--- config.mk ---
export PLATFORM = sky130hd
export DESIGN_NAME = mux4_rr_arbiter_flat
export DESIGN_NICKNAME = d
export VERILOG_FILES = /design/src/rtl/mux4_rr_arbiter_pkg.sv /design/src/rtl/mux4_rr_arbiter_if.sv /design/src/rtl/MUX_4to1.sv /design/src/rtl/mux4_rr_arbiter.sv /design/src/flat_wrapper.sv
export SDC_FILE = /design/constraint.sdc
export NUM_CORES = 1
export LEC_CHECK = 0
export CAP_MARGIN = 15
export CORE_ASPECT_RATIO = 0.8
export CORE_MARGIN = 1.5
export CORE_UTILIZATION = 40
export DETAILED_ROUTE_END_ITERATION = 6
export DONT_BUFFER_PORTS = 1
export HOLD_SLACK_MARGIN = 0.12
export PLACE_DENSITY = 0.59
export SETUP_SLACK_MARGIN = 0.2
export SYNTH_ARGS = -nofsm -noshare
export SYNTH_HDL_FRONTEND = slang
export SYNTH_HIERARCHICAL = 1
export SYNTH_SLANG_ARGS = --single-unit
--- constraint.sdc ---
create_clock -name clk_i -period 4.1 [get_ports clk_i]
set_clock_uncertainty 0.15 [all_clocks]
set_input_delay 0.615 -clock clk_i [delete_from_list [all_inputs] [get_ports clk_i]]
set_output_delay 0.615 -clock clk_i [all_outputs]
set_load 0.02 [all_outputs]
--- src/rtl/mux4_rr_arbiter_pkg.sv ---
// ----------------------------------------------------------------------------
// mux4_rr_arbiter_pkg
//   Constants shared by the 4-way round-robin arbiter slice.
//   - NUM_REQ  : number of requesters served by the arbiter
//   - state_t  : arbiter state encoding (IDLE = output empty,
//                HOLD = output register holds an unconsumed transfer)
// ----------------------------------------------------------------------------
package mux4_rr_arbiter_pkg;

   localparam int NUM_REQ = 4;

   typedef enum logic {
      IDLE = 1'b0,
      HOLD = 1'b1
   } state_t;

endpackage : mux4_rr_arbiter_pkg

--- src/rtl/mux4_rr_arbiter_if.sv ---
// ----------------------------------------------------------------------------
// mux4_rr_arbiter_if
//   Bundles the requester side and the downstream side of the arbiter.
//   Parameter size : payload width of every requester and of data_o.
//   Requester / consumer side (driven by the master modport):
//     req_i[3:0]          per-requester request
//     data0_i..data3_i    requester payloads, stable while requesting
//     ready_i             downstream accepts data_o this cycle
//   Arbiter side (driven by the slave modport):
//     grant_o[3:0]        one-hot combinational grant (capture cycle)
//     select_o[1:0]       index of requester currently on data_o
//     data_o              captured payload
//     valid_o             data_o holds an unconsumed transfer
//     count_o[15:0]       completed transfer count
// ----------------------------------------------------------------------------
interface mux4_rr_arbiter_if #(
   parameter int size = 32
);
   import mux4_rr_arbiter_pkg::*;

   logic [NUM_REQ-1:0] req_i;
   logic [size-1:0]    data0_i;
   logic [size-1:0]    data1_i;
   logic [size-1:0]    data2_i;
   logic [size-1:0]    data3_i;
   logic               ready_i;

   logic [NUM_REQ-1:0] grant_o;
   logic [1:0]         select_o;
   logic [size-1:0]    data_o;
   logic               valid_o;
   logic [15:0]        count_o;

   // Requesters plus downstream consumer
   modport master (
      output req_i, data0_i, data1_i, data2_i, data3_i, ready_i,
      input  grant_o, select_o, data_o, valid_o, count_o
   );

   // The arbiter itself
   modport slave (
      input  req_i, data0_i, data1_i, data2_i, data3_i, ready_i,
      output grant_o, select_o, data_o, valid_o, count_o
   );

endinterface : mux4_rr_arbiter_if

--- src/rtl/MUX_4to1.sv ---
// ----------------------------------------------------------------------------
// MUX_4to1
//   Plain combinational 4-to-1 multiplexer.
//   Parameter size : data width.
//   Ports:
//     data0_i..data3_i  candidate inputs
//     select_i[1:0]     index of the input routed to data_o
//     data_o            selected input
// ----------------------------------------------------------------------------
module MUX_4to1 #(
   parameter int size = 32
) (
   input  logic [size-1:0] data0_i,
   input  logic [size-1:0] data1_i,
   input  logic [size-1:0] data2_i,
   input  logic [size-1:0] data3_i,
   input  logic [1:0]      select_i,
   output logic [size-1:0] data_o
);

   always_comb begin
      data_o = data0_i;
      case (select_i)
         2'd0:    data_o = data0_i;
         2'd1:    data_o = data1_i;
         2'd2:    data_o = data2_i;
         default: data_o = data3_i;
      endcase
   end

endmodule : MUX_4to1

--- src/rtl/mux4_rr_arbiter.sv ---
// ----------------------------------------------------------------------------
// mux4_rr_arbiter
//   Round-robin arbiter for four requesters feeding one registered output.
//   A payload is captured whenever the output register is free (IDLE) or is
//   being consumed this cycle (HOLD with ready_i), so a steady stream moves
//   one transfer per clock with no idle bubble.
//   Parameter size : payload width.
//   Ports:
//     clk_i   sole clock, rising edge
//     rst_i   synchronous active-high reset
//     bus     mux4_rr_arbiter_if slave modport (requests, payloads,
//             ready, grant, select, data, valid, transfer count)
// ----------------------------------------------------------------------------
module mux4_rr_arbiter
   import mux4_rr_arbiter_pkg::*;
#(
   parameter int size = 32
) (
   input  logic               clk_i,
   input  logic               rst_i,
   mux4_rr_arbiter_if.slave   bus
);

   state_t             state_reg;
   state_t             state_next;
   logic [1:0]         last_reg;
   logic [1:0]         select_reg;
   logic [size-1:0]    data_reg;
   logic [15:0]        count_reg;

   logic [NUM_REQ-1:0] rot_req;
   logic [1:0]         pick_off;
   logic [1:0]         winner;
   logic               any_req;
   logic               capture_window;
   logic               do_capture;
   logic               accept;
   logic [NUM_REQ-1:0] grant;
   logic [size-1:0]    mux_data;

   assign any_req = |bus.req_i;

   // Output register is free this cycle. Reset suppresses it so no grant is
   // ever issued while rst_i is high.
   assign capture_window = !rst_i && ((state_reg == IDLE) || bus.ready_i);
   assign do_capture     = capture_window && any_req;
   assign accept         = (state_reg == HOLD) && bus.ready_i;

   // Rotate requests so that bit 0 is the requester right after the last
   // winner; the lowest set bit of the rotated vector is then the winner.
   generate
      for (genvar gi = 0; gi < NUM_REQ; gi++) begin : g_rot
         assign rot_req[gi] = bus.req_i[last_reg + 2'(gi + 1)];
      end
   endgenerate

   always_comb begin
      pick_off = 2'd0;
      for (int k = NUM_REQ - 1; k >= 0; k--) begin
         if (rot_req[k]) begin
            pick_off = 2'(k);
         end
      end
   end

   assign winner = last_reg + pick_off + 2'd1;

   generate
      for (genvar gi = 0; gi < NUM_REQ; gi++) begin : g_grant
         assign grant[gi] = do_capture && (winner == 2'(gi));
      end
   endgenerate

   MUX_4to1 #(
      .size (size)
   ) u_mux (
      .data0_i  (bus.data0_i),
      .data1_i  (bus.data1_i),
      .data2_i  (bus.data2_i),
      .data3_i  (bus.data3_i),
      .select_i (winner),
      .data_o   (mux_data)
   );

   // Next-state logic
   always_comb begin
      state_next = state_reg;
      case (state_reg)
         IDLE: begin
            if (any_req) begin
               state_next = HOLD;
            end
         end
         HOLD: begin
            // Without ready the held transfer stays put and requests wait.
            if (bus.ready_i) begin
               state_next = any_req ? HOLD : IDLE;
            end
         end
         default: state_next = IDLE;
      endcase
   end

   // State register
   always_ff @(posedge clk_i) begin
      if (rst_i) begin
         state_reg <= IDLE;
      end else begin
         state_reg <= state_next;
      end
   end

   // Capture path: data/select/last only move on a capture edge, so they
   // keep their last value through backpressure and after draining to IDLE.
   always_ff @(posedge clk_i) begin
      if (rst_i) begin
         data_reg   <= '0;
         select_reg <= 2'd0;
         last_reg   <= 2'd3;
      end else if (do_capture) begin
         data_reg   <= mux_data;
         select_reg <= winner;
         last_reg   <= winner;
      end
   end

   // Completed transfer counter; wraps naturally at 16 bits. Reset takes
   // priority, so a transfer pending at reset is discarded uncounted.
   always_ff @(posedge clk_i) begin
      if (rst_i) begin
         count_reg <= 16'd0;
      end else if (accept) begin
         count_reg <= count_reg + 16'd1;
      end
   end

   assign bus.grant_o  = grant;
   assign bus.select_o = select_reg;
   assign bus.data_o   = data_reg;
   assign bus.valid_o  = (state_reg == HOLD);
   assign bus.count_o  = count_reg;

endmodule : mux4_rr_arbiter

--- src/flat_wrapper.sv ---
// flat-port wrapper written by rule: the top's interface ports become plain ports
module mux4_rr_arbiter_flat import mux4_rr_arbiter_pkg::*;
#(
   parameter int size = 32
)
  (clk_i, rst_i, bus_req_i, bus_data0_i, bus_data1_i, bus_data2_i, bus_data3_i, bus_ready_i, bus_grant_o, bus_select_o, bus_data_o, bus_valid_o, bus_count_o);
  mux4_rr_arbiter_if #(.size(size)) bus_i ();
  input  logic clk_i;
  input  logic rst_i;
  input wire logic [$bits(bus_i.req_i)-1:0] bus_req_i;
  input wire logic [$bits(bus_i.data0_i)-1:0] bus_data0_i;
  input wire logic [$bits(bus_i.data1_i)-1:0] bus_data1_i;
  input wire logic [$bits(bus_i.data2_i)-1:0] bus_data2_i;
  input wire logic [$bits(bus_i.data3_i)-1:0] bus_data3_i;
  input wire logic [$bits(bus_i.ready_i)-1:0] bus_ready_i;
  output wire logic [$bits(bus_i.grant_o)-1:0] bus_grant_o;
  output wire logic [$bits(bus_i.select_o)-1:0] bus_select_o;
  output wire logic [$bits(bus_i.data_o)-1:0] bus_data_o;
  output wire logic [$bits(bus_i.valid_o)-1:0] bus_valid_o;
  output wire logic [$bits(bus_i.count_o)-1:0] bus_count_o;
  assign bus_i.req_i = bus_req_i;
  assign bus_i.data0_i = bus_data0_i;
  assign bus_i.data1_i = bus_data1_i;
  assign bus_i.data2_i = bus_data2_i;
  assign bus_i.data3_i = bus_data3_i;
  assign bus_i.ready_i = bus_ready_i;
  assign bus_grant_o = bus_i.grant_o;
  assign bus_select_o = bus_i.select_o;
  assign bus_data_o = bus_i.data_o;
  assign bus_valid_o = bus_i.valid_o;
  assign bus_count_o = bus_i.count_o;
  mux4_rr_arbiter #(.size(size)) u_core (.clk_i(clk_i), .rst_i(rst_i), .bus(bus_i));
endmodule
==> metrics.cfg, run 1 <==
[status]
status = finished clean

[cells_and_area]
filler_cell_count = 744
syn2layout_area_growth_pct = 3.60
layout-drive-gt1-share_pct = 17.4
multi_input_area_mm2 = 0.00190
antenna_cells = 0
nNetsFinal = 447
postLayoutCellArea_mm2 = 0.00328
instances_no_fill = 415
largest_reg_flops = 32
seq_area_mm2 = 0.00106

[sta]
hold_viol = 0
slew_headroom_pct = 36.4
finalSetupTns_ns = 0
setup_viol = 0
rsz0062_at_grt = no
min_period_ns = 3.56
tightest_slew_ns = 0.952
slew_violations = 0
fin_crit_sh_pct = 86.8
max_freq_mhz = 281

[logic_synthesis]
yosysSeqAreaShare_pct = 33.5
synth_top_family_by_area = multiplexers
synth_cells = 324
synth_mux_area_share_pct = 23.6
synthAdderAreaFrac_pct = 1.19
synth-compound-area-share_pct = 9.80
synth.distinct_cells = 45
synth_edf_count = 0
synth.ff_latch_count = 53
syn_avg_cell_area_um2 = 9.77
synthSimpleGateAreaFrac_pct = 20.4
synth-xor-area-share_pct = 4.47
synth.yosys.warnings = 6
netlist_area_mm2 = 0.00317
ys_async_sr_fraction_pct = 0
synth_flop_cell = dfxtp_1
synthesis.nets = 462

[hold_path]
hp-class = primary input to register

[routing]
dr.pass1.iters = 4
wirelength_mm = 7.98
routedWlPerCell_um = 19.2
vias_per_cell = 5.65
antenna_left = 0
initialDrtViolationCount = 73
drc = 0
vias = 2343

[setup_path]
critPathRequiredTime_ns = 3.34
critPathCaptureType = output port
crit_path_start_kind = primary input
worstSetupPathType = primary input to output port
path_max_fanout = 15
cp_data_arrival_time_ns = 2.79

[floorplan]
dieHeight_um = 82.6
start_util_pct = 42.0
die_width_um = 102
core_region_area_mm2 = 0.00753
rows = 28
fp.dieArea_mm2 = 0.00846
ioPinCount = 190

[job]
drv_cap = 0

[power]
powerDensity_mw_per_mm2 = 706
internal_power_uw = 1440
p_leak_uw = 0.00120
comb_power_share_pct = 43.7
p_sw_uw = 877
switching_share_pct = 37.9
pwr-share-clk_pct = 17.9
max-vdd-ir-drop_v = 0.000298
p_seq_share_pct = 38.3

[global_route]
overflow = 0
grt_pass1_wl_mm = 11.3
grt_pass1_vias = 2221
antenna_found_initial = 2
track_usage_pct = 17.6
grt_max_degree = 60

[clock_network]
ctsResizeCount = 0
path_clk_slew_ns = 0.09
cts_hold_buf = 0
cts_buffers = 5
cts-root-buf = clkbuf_8
cts_sinks = 53
cts_tree = yes
htree_levels = 2
cts_setup_buffers = 0
cts_max_path_buffers = 2
clkLatencyLatePin_ns = 0.30

[placed_design]
portBuffers = 0
dp_cells = 407
postPlaceCellArea_mm2 = 0.00315
dp_hpwl_mm = 6.00
gp_congestion = 0.745

==> cells in the mapped netlist, types with 3 or more instances <==
cell	n	area, um^2
nor2_1	24	90.1
buf_6	6	67.6
nand3_1	9	45.0
buf_12	3	60.1
buf_4	3	22.5
mux4_2	30	676
buf_2	8	40.0
nand2_1	76	285
ha_1	3	37.5
clkbuf_1	4	15.0
xnor2_1	3	26.3
o21ai_0	4	20.0
nand2b_1	6	37.5
a21oi_1	39	195
xor2_1	10	87.6
dfxtp_1	53	1060
and4_1	3	26.3
==> stage by stage <==
step	power (uW)	util, %	hold slack, ns	setup slack (ns)
6_report	2310	43.5	0.224	0.542
4_1_cts	2340	43.5	0.206	0.530
3_3_place_gp	1900	41.8	0.390	0.636
3_5_place_dp	1920	41.8	0.397	0.529
2_1_floorplan	1850	-	0.383	0.844
5_1_grt	2460	43.5	0.207	0.320
==> metal layers <==
layer	GRT usage, %	routed length [um]	vias to the layer above
li1	-	-	1126
met1	18.8	2960	1106
met2	33.0	4230	97
met3	6.40	681	10
met4	4.52	82	4
met5	0	27	-
==> cell type report <==
type | count | area share, %
clock inverter | 3 | 1.98
tap | 105 | 4.01
clock buffer | 5 | 2.10
timing repair buffer | 4 | 1.30
multi-input combinational | 243 | 58.0
sequential | 53 | 32.4
inverter | 2 | 0.229
==> kinds of logic (layout without fill, tap and decap cells) <==
group           after synthesis  after routing
simple gates                139            139
compound gates               53             53
flops                        53             53
mux                          34             34
buf+inv                      28             14
xor+xnor                     14             14
fa+ha+maj                     3              3
==> critical path, cell delays in order <==
cell	delay, ns
nor2_1	0.27
nor4_1	0.09
a21oi_1	0.13
o21ai_1	0.07
a21oi_1	0.19
ha_1	0.28
nand2b_1	0.09
and2_1	0.21
xnor2_4	0.45
nor2b_1	0.23
buf_4	0.16
==> layout by cell type, fill, tap and decap left out, drive strengths merged, types with 2 or more instances in the layout <==
cell and count:
xor2 10, dfxtp 53, xnor2 4, nand2b 6, or3 2, nor2b 2, nand3 10, mux4 32
ha 3, and4 3, o21ai 6, clkbuf 5, inv 2, bufinv 2, and3 2, nor4 4
nor2 26, buf 4, nand2 76, a21oi 39, mux2i 2, nor3 4
==> final timing paths <==
check,from,endpoint,slack (ns),cells after the start
min,rst_i,u_core/bus.data_o[20],0.22,1
max,bus_req_i[0],bus_grant_o[2],0.54,11
min reg2reg,u_core/bus.data_o[26],u_core/bus.data_o[26],0.40,2
max reg2reg,u_core/last_reg[0],u_core/bus.data_o[21],0.84,12
==> power groups by stage <==
| stage | logic [uW] | registers (uW) | clock network, uW |
|---|---|---|---|
| CTS | 1020 | 892 | 430 |
| floorplan | 1000 | 852 | 0 |
| finish | 1010 | 887 | 415 |
| detailed placement | 1020 | 905 | 0 |
| global route | 1110 | 905 | 449 |
| global placement | 995 | 901 | 0 |
No activity file was read; power rests on OpenSTA's default activity.
==> inputs of run 2 (changes only) <==
MAX_ROUTING_LAYER = met4   (was not set)
==> run 2 against run 1 <==
Effect of this change:
- combinational power hardly changed
- register-to-register slack hardly changed
- via count is 0.60% higher
- clock power hardly changed
- largest power group unchanged
- hold slack better by 0.0040 ns
==> metrics.cfg, run 2 (synthesis results as in run 1) <==
[global_route]
grt_max_degree = 60  ; unchanged
track_usage_pct = 18.2  ; +0.55 points
overflow = 0  ; unchanged
grt_pass1_vias = 2218  ; -0.14%
antenna_found_initial = 2  ; unchanged
grt_pass1_wl_mm = 11.3  ; +0.19%

[cells_and_area]
largest_reg_flops = 32  ; unchanged
syn2layout_area_growth_pct = 3.75
layout_commonest_cell = nand2_1
mostFrequentLayoutCells = nand2_1 (76), dfxtp_1 (53), a21oi_1 (39), mux4_2 (30), nor2_1 (24)
filler_cell_count = 745  ; +0.13%
nNetsFinal = 447  ; unchanged
instances_no_fill = 417  ; +0.48%
utilization_pct = 43.6  ; +0.067 points
layout-drive-gt1-share_pct = 17.4  ; unchanged
postLayoutCellArea_mm2 = 0.00328  ; +0.15%

[sta]
max_freq_mhz = 281  ; -0.17%
hold_viol = 0  ; unchanged
slew_violations = 0  ; unchanged
rsz0062_at_grt = no
finalSetupTns_ns = 0  ; unchanged
slew_headroom_pct = 37.5  ; +1.1 points
fin_crit_sh_pct = 86.9  ; +0.15 points
setup_viol = 0  ; unchanged
min_period_ns = 3.56  ; +0.00598 ns
fin_ws_ns = 0.536  ; -0.00598 ns
tightest_slew_ns = 0.935  ; -0.0170 ns

[floorplan]
ioPinCount = 190  ; unchanged
dieHeight_um = 82.6  ; unchanged
core_region_area_mm2 = 0.00753  ; unchanged
die_width_um = 102  ; unchanged
fp.dieArea_mm2 = 0.00846  ; unchanged
start_util_pct = 42.0  ; unchanged
rows = 28  ; unchanged

[setup_path]
cp_num_buf_inv = 1  ; unchanged
crit_path_start_kind = primary input
critPathRequiredTime_ns = 3.34  ; about the same
cpLargestDelayFamily = simple AND/OR/NAND/NOR gates
worstSetupStartpoint = bus_req_i[0]
path_max_fanout = 15  ; unchanged
r2r-start = u_core/last_reg[0]
worstPathCellList = nor2_1 -> nor4_1 -> a21oi_1 -> o21ai_1 -> a21oi_1 -> ha_1 -> nand2b_1 -> and2_1 -> xnor2_4 -> nor2b_1 -> buf_4
cp_data_arrival_time_ns = 2.80  ; about the same
cp_slowest_cell = xnor2_4
critPathCaptureType = output port
rrSetupSlack_ns = 0.84  ; about the same
worstSetupPathType = primary input to output port
crit_path_frequent_cell = a21oi_1
rr_worst_depth = 12  ; unchanged
timing.rr.end = u_core/bus.data_o[21]
max_stage_delay_ns = 0.46  ; about the same
path_depth = 11  ; unchanged

[power]
switching_share_pct = 38.0  ; +0.049 points
internal_power_uw = 1440  ; unchanged
pwr-share-clk_pct = 17.9  ; about the same
max-vdd-ir-drop_v = 0.000299  ; about the same
comb_power_share_pct = 43.7  ; about the same
powerDensity_mw_per_mm2 = 705  ; about the same
p_leak_uw = 0.00120  ; about the same
p_sw_uw = 879  ; +0.21%
p_seq_share_pct = 38.3  ; about the same

[routing]
vias_per_cell = 5.65  ; +0.12%
initialDrtViolationCount = 71  ; -2.7%
vias = 2357  ; +0.60%
routedWlPerCell_um = 19.0  ; -0.92%
antenna_left = 0  ; unchanged
dr.pass1.iters = 4  ; unchanged
drc = 0  ; unchanged
wirelength_mm = 7.94  ; -0.44%

[clock_network]
cts-root-buf = clkbuf_8
clkLatencyLatePin_ns = 0.30  ; about the same
cts_sinks = 53  ; unchanged
cts_hold_buf = 0  ; unchanged
cts_tree = yes
cts_max_path_buffers = 2  ; unchanged
htree_levels = 2  ; unchanged
cts_buffers = 5  ; unchanged
path_clk_slew_ns = 0.10  ; about the same
ctsResizeCount = 0  ; unchanged
cts_setup_buffers = 0  ; unchanged

[status]
status = finished clean

[hold_path]
hold_depth = 1  ; unchanged
hold_start = rst_i
hp-class = primary input to register
min_to = u_core/bus.data_o[22]

[placed_design]
dp_slack_ns = 0.529  ; unchanged
gp_congestion = 0.754  ; +1.3%
postPlaceCellArea_mm2 = 0.00315  ; unchanged
portBuffers = 0  ; unchanged
dp_hpwl_mm = 6.00  ; unchanged
dp_cells = 407  ; unchanged

[job]
drv_cap = 0  ; unchanged

run 2: changes by cell type in the layout (fill, tap and decap cells not counted):
cell and change:
diode_2 +2
run 2: power by group through the flow:
stage	combinational, uW	clock (uW)	sequential (uW)
final	1010	415	888
after detailed placement	1020	0	905
after floorplan	1000	0	852
after global routing	1110	449	905
after global placement	995	0	901
after CTS	1020	430	892
run 2: how the worst max path moves through the flow:
stage / slack (ns) / endpoint
final: 0.54 / bus_grant_o[2]
after global routing: 0.32 / bus_grant_o[2]
after CTS: 0.53 / bus_grant_o[2]
after detailed placement: 0.53 / u_core/bus.data_o[21]
after global placement: 0.64 / u_core/bus.data_o[5]
after floorplan: 0.84 / bus_grant_o[1]
run 2: cell type report:
type / instances / area [um^2] / area share [%]
clock buffers: 5 / 68.8 / 2.10
repair buffers: 4 / 42.5 / 1.30
multi-input cells: 243 / 1900 / 57.9
flip-flops and latches: 53 / 1060 / 32.3
diodes: 2 / 5.00 / 0.152
well taps: 105 / 131 / 4.00
clock inverters: 3 / 65.1 / 1.98
inverters: 2 / 7.51 / 0.229
run 2: routing by layer:
layer	vias to the layer above	track usage [%]	wire length, um
met3	4	5.72	653
met1	1121	19.4	2970
li1	1128	-	-
met5	-	-	0
met2	104	33.0	4250
met4	0	4.52	64
run 2: stage by stage:
step,hold WS [ns],total power (uW)
4_1_cts,0.206,2340
6_report,0.228,2320
3_5_place_dp,0.397,1920
3_3_place_gp,0.390,1900
2_1_floorplan,0.383,1850
5_1_grt,0.207,2460
==> inputs of run 3 (changes only) <==
PLACE_DENSITY = 0.61   (was 0.59)
SYNTH_HIERARCHICAL = not set   (was 1)
clock period = 3 ns   (was 4.1 ns; I/O delays follow)
==> run 3 against run 2 <==
Effect of this change:
- worst setup slack worse by 0.41 ns
- critical path type is now register to output port
- wire length is 110% higher
- flip-flop and latch count did not move
- sequential share of layout area fell by 14 points
- count of clock-buffer cells in the layout stayed put
- global-route usage rose by 5.4 points
==> metrics.cfg, run 3 <==
[status]
status = finished clean

[setup_path]
worstSetupPathType = register to output port
cp_slowest_cell = or4_1
crit_path_start_kind = register
cp_data_arrival_time_ns = 2.27  ; -0.53 ns
r2r-start = u_core.last_reg[0]
worstPathCellList = or4_1 -> and3_4 -> ha_4 -> xor2_4 -> xnor2_4 -> nor3b_4
cp_num_buf_inv = 0  ; -1
timing.rr.end = u_core.bus.data_o[0]
critPathCaptureType = output port
path_max_fanout = 7  ; -8
rrSetupSlack_ns = 0.15  ; -0.69 ns
max_stage_delay_ns = 0.46  ; about the same
cpLargestDelayFamily = simple AND/OR/NAND/NOR gates
critPathRequiredTime_ns = 2.40  ; -0.94 ns
rr_worst_depth = 11  ; -1

[cells_and_area]
layout-drive-gt1-share_pct = 25.9  ; +8.4 points
filler_cell_count = 983  ; +32%
largest_reg_flops = 32  ; unchanged
syn2layout_area_growth_pct = 32.3
postLayoutCellArea_mm2 = 0.00588  ; +79%
antenna_cells = 0  ; -2
layout_commonest_cell = nand2_1
nNetsFinal = 774  ; +73%
mostFrequentLayoutCells = nand2_1 (137), nor2_1 (80), a31oi_1 (64), dfxtp_1 (52)

[global_route]
overflow = 0  ; unchanged
track_usage_pct = 23.5  ; +5.4 points
grt_pass1_wl_mm = 21.9  ; +94%
antenna_found_initial = 0  ; -2
grt_max_degree = 71  ; +18%
grt_pass1_vias = 4444  ; +100%

[clock_network]
path_clk_slew_ns = 0.08  ; -0.02 ns
cts_sinks = 53  ; unchanged
clkLatencyLatePin_ns = 0.30  ; about the same
cts_tree = yes
cts_buffers = 5  ; unchanged
htree_levels = 2  ; unchanged
cts-root-buf = clkbuf_16
cts_max_path_buffers = 2  ; unchanged

[sta]
timing.hold.ws_ns = 0.162  ; -0.0658 ns
min_period_ns = 2.87
slew_headroom_pct = 33.4  ; -4.1 points
finalSetupTns_ns = 0  ; unchanged
rsz0062_at_grt = yes
fin_crit_sh_pct = 95.8
tightest_slew_ns = 0.994  ; +0.0596 ns
hold_viol = 0  ; unchanged
max_freq_mhz = 348
setup_viol = 0  ; unchanged
slew_violations = 0  ; unchanged

[placed_design]
postPlaceCellArea_mm2 = 0.00475  ; +51%
dp_hpwl_mm = 9.46  ; +58%
portBuffers = 0  ; unchanged
gp_congestion = 0.823  ; +9.1%

[routing]
routedWlPerCell_um = 21.4  ; +12%
antenna_left = 0  ; unchanged
initialDrtViolationCount = 395  ; +460%
wirelength_mm = 16.8  ; +110%
dr.pass1.iters = 5  ; +1
vias = 4947  ; +110%
vias_per_cell = 6.33  ; +12%
drc = 0  ; unchanged

[power]
power.total_uw = 8730  ; +280%
max-vdd-ir-drop_v = 0.000809  ; +170%
powerDensity_mw_per_mm2 = 1480  ; +110%
p_leak_uw = 0.00235  ; +96%

[floorplan]
dieHeight_um = 97.3  ; +18%
ioPinCount = 190  ; unchanged
fp.dieArea_mm2 = 0.0118  ; +39%
core_region_area_mm2 = 0.0108  ; +44%
die_width_um = 121  ; +18%
rows = 34  ; +21%
start_util_pct = 41.0  ; -1.0 points

[logic_synthesis]
yosys.area.top_type = dfxtp_1
synth.distinct_cells = 38  ; -16%
synth_flop_cell = dfxtp_1
synth_most_common_cell = nand2_1
synth_top_area_share_pct = 23.9  ; -9.7 points
syn_avg_cell_area_um2 = 6.95  ; -29%
netlist_area_mm2 = 0.00445  ; +40%
synth.yosys.warnings = 0  ; -6
synth_commonest_cells = nand2_1 (139), nor2_1 (89), nor3_1 (65)
ys_async_sr_fraction_pct = 0  ; unchanged
synth_area_leaders = dfxtp_1 (24%), nand2_1 (12%), a31oi_1 (9.0%), mux2i_1 (7.9%), nor2_1 (7.5%)
synthesis.nets = 777  ; +68%
synth.ff_latch_count = 53  ; unchanged
synth_cells = 640  ; +98%
yosysSeqAreaShare_pct = 23.9  ; -9.7 points
synth_edf_count = 0  ; unchanged

[hold_path]
hp-class = primary input to register
hold_start = bus_ready_i
min_to = u_core.bus.count_o[1]
hold_depth = 2  ; +1

[job]
drv_cap = 0  ; unchanged

[run 3: cell types whose count changed in the layout (fill, tap and decap cells not counted), sizes merged, moves of 33 or more]
| cell | change |
|---|---|
| nand2 | +63 |
| a31oi | +63 |
| buf | +34 |
| nor2 | +63 |
| mux2i | +33 |
| nor3 | +61 |
| a21oi | -35 |
[run 3: cell type report]
| type | instances | area [um^2] | area share [%] |
|---|---|---|---|
| flip-flops and latches | 53 | 1060 | 18.1 |
| multi-input cells | 525 | 3670 | 62.4 |
| well taps | 144 | 180 | 3.06 |
| inverters | 2 | 7.51 | 0.128 |
| clock inverters | 3 | 28.8 | 0.489 |
| repair buffers | 50 | 802 | 13.6 |
| clock buffers | 5 | 125 | 2.13 |
[run 3: through the flow]
| stage | util [%] | instances | setup WS (ns) |
|---|---|---|---|
| floorplan | - | 640 | 0.184 |
| global placement | 43.7 | 738 | 0.174 |
| detailed placement | 43.7 | 738 | 0.0653 |
| CTS | 45.9 | 752 | 0.101 |
| global route | 54.2 | 782 | 0.0256 |
| finish | 54.2 | 782 | 0.125 |
[run 3: report_power, final]
part           leakage [uW]  internal, uW  switching [uW]  total [uW]
clock             0.0000763           321             309         630
combinational       0.00184          3350            3460        6820
sequential         0.000437           907             375        1280
total               0.00235          4580            4150        8730
[run 3: worst register-to-register path: stages, from the launching register on]
cell and delay, ns:
dfxtp_4 0.37, or4_1 0.46, and3_4 0.20, ha_4 0.18
buf_12 0.13, xnor2_4 0.16, buf_12 0.18, clkbuf_16 0.16
nor3_1 0.16, a31oi_1 0.07, mux2_2 0.27, a32o_1 0.25
[run 3: layer usage]
layer | wire [um] | global-route usage (%) | vias to the layer above
met3 | 1780 | 7.51 | 45
met5 | 0 | - | -
met1 | 6510 | 27.4 | 2366
met2 | 7990 | 39.0 | 253
li1 | - | - | 2283
met4 | 472 | 6.61 | 0
[run 3: cell families after synthesis]
family	count (synthesis)	share of synthesized area [%]
and+or+nand+nor	327	31.4
AOI/OAI and AO/OA	111	18.3
muxes	67	16.5
buffers and inverters	64	6.08
DFF	53	23.9
xor gates and xnor gates	16	3.32
adders and majority gates	2	0.563
[run 3: how the worst max path moves through the flow]
| stage | from | to | slack (ns) | depth (start not counted) |
|---|---|---|---|---|
| 4_1_cts | u_core.last_reg[0] | bus_grant_o[1] | 0.10 | 6 |
| 6_report | u_core.last_reg[0] | bus_grant_o[1] | 0.13 | 6 |
| 3_5_place_dp | bus_req_i[1] | u_core.bus.data_o[24] | 0.07 | 11 |
| 3_3_place_gp | bus_req_i[0] | u_core.bus.data_o[9] | 0.17 | 11 |
| 5_1_grt | u_core.last_reg[0] | bus_grant_o[1] | 0.03 | 8 |
| 2_1_floorplan | bus_req_i[3] | bus_grant_o[1] | 0.18 | 8 |
[run 3: what timing repair did]
item / in CTS / in global routing
setup endpoints to repair: 33 / 36
hold endpoints to repair: 19 / 0
hold buffers: 1 / 0
resized for setup: 6 / 88
gates cloned: 1 / 22
buffers inserted: 4 / 8
pin swaps: 3 / 7
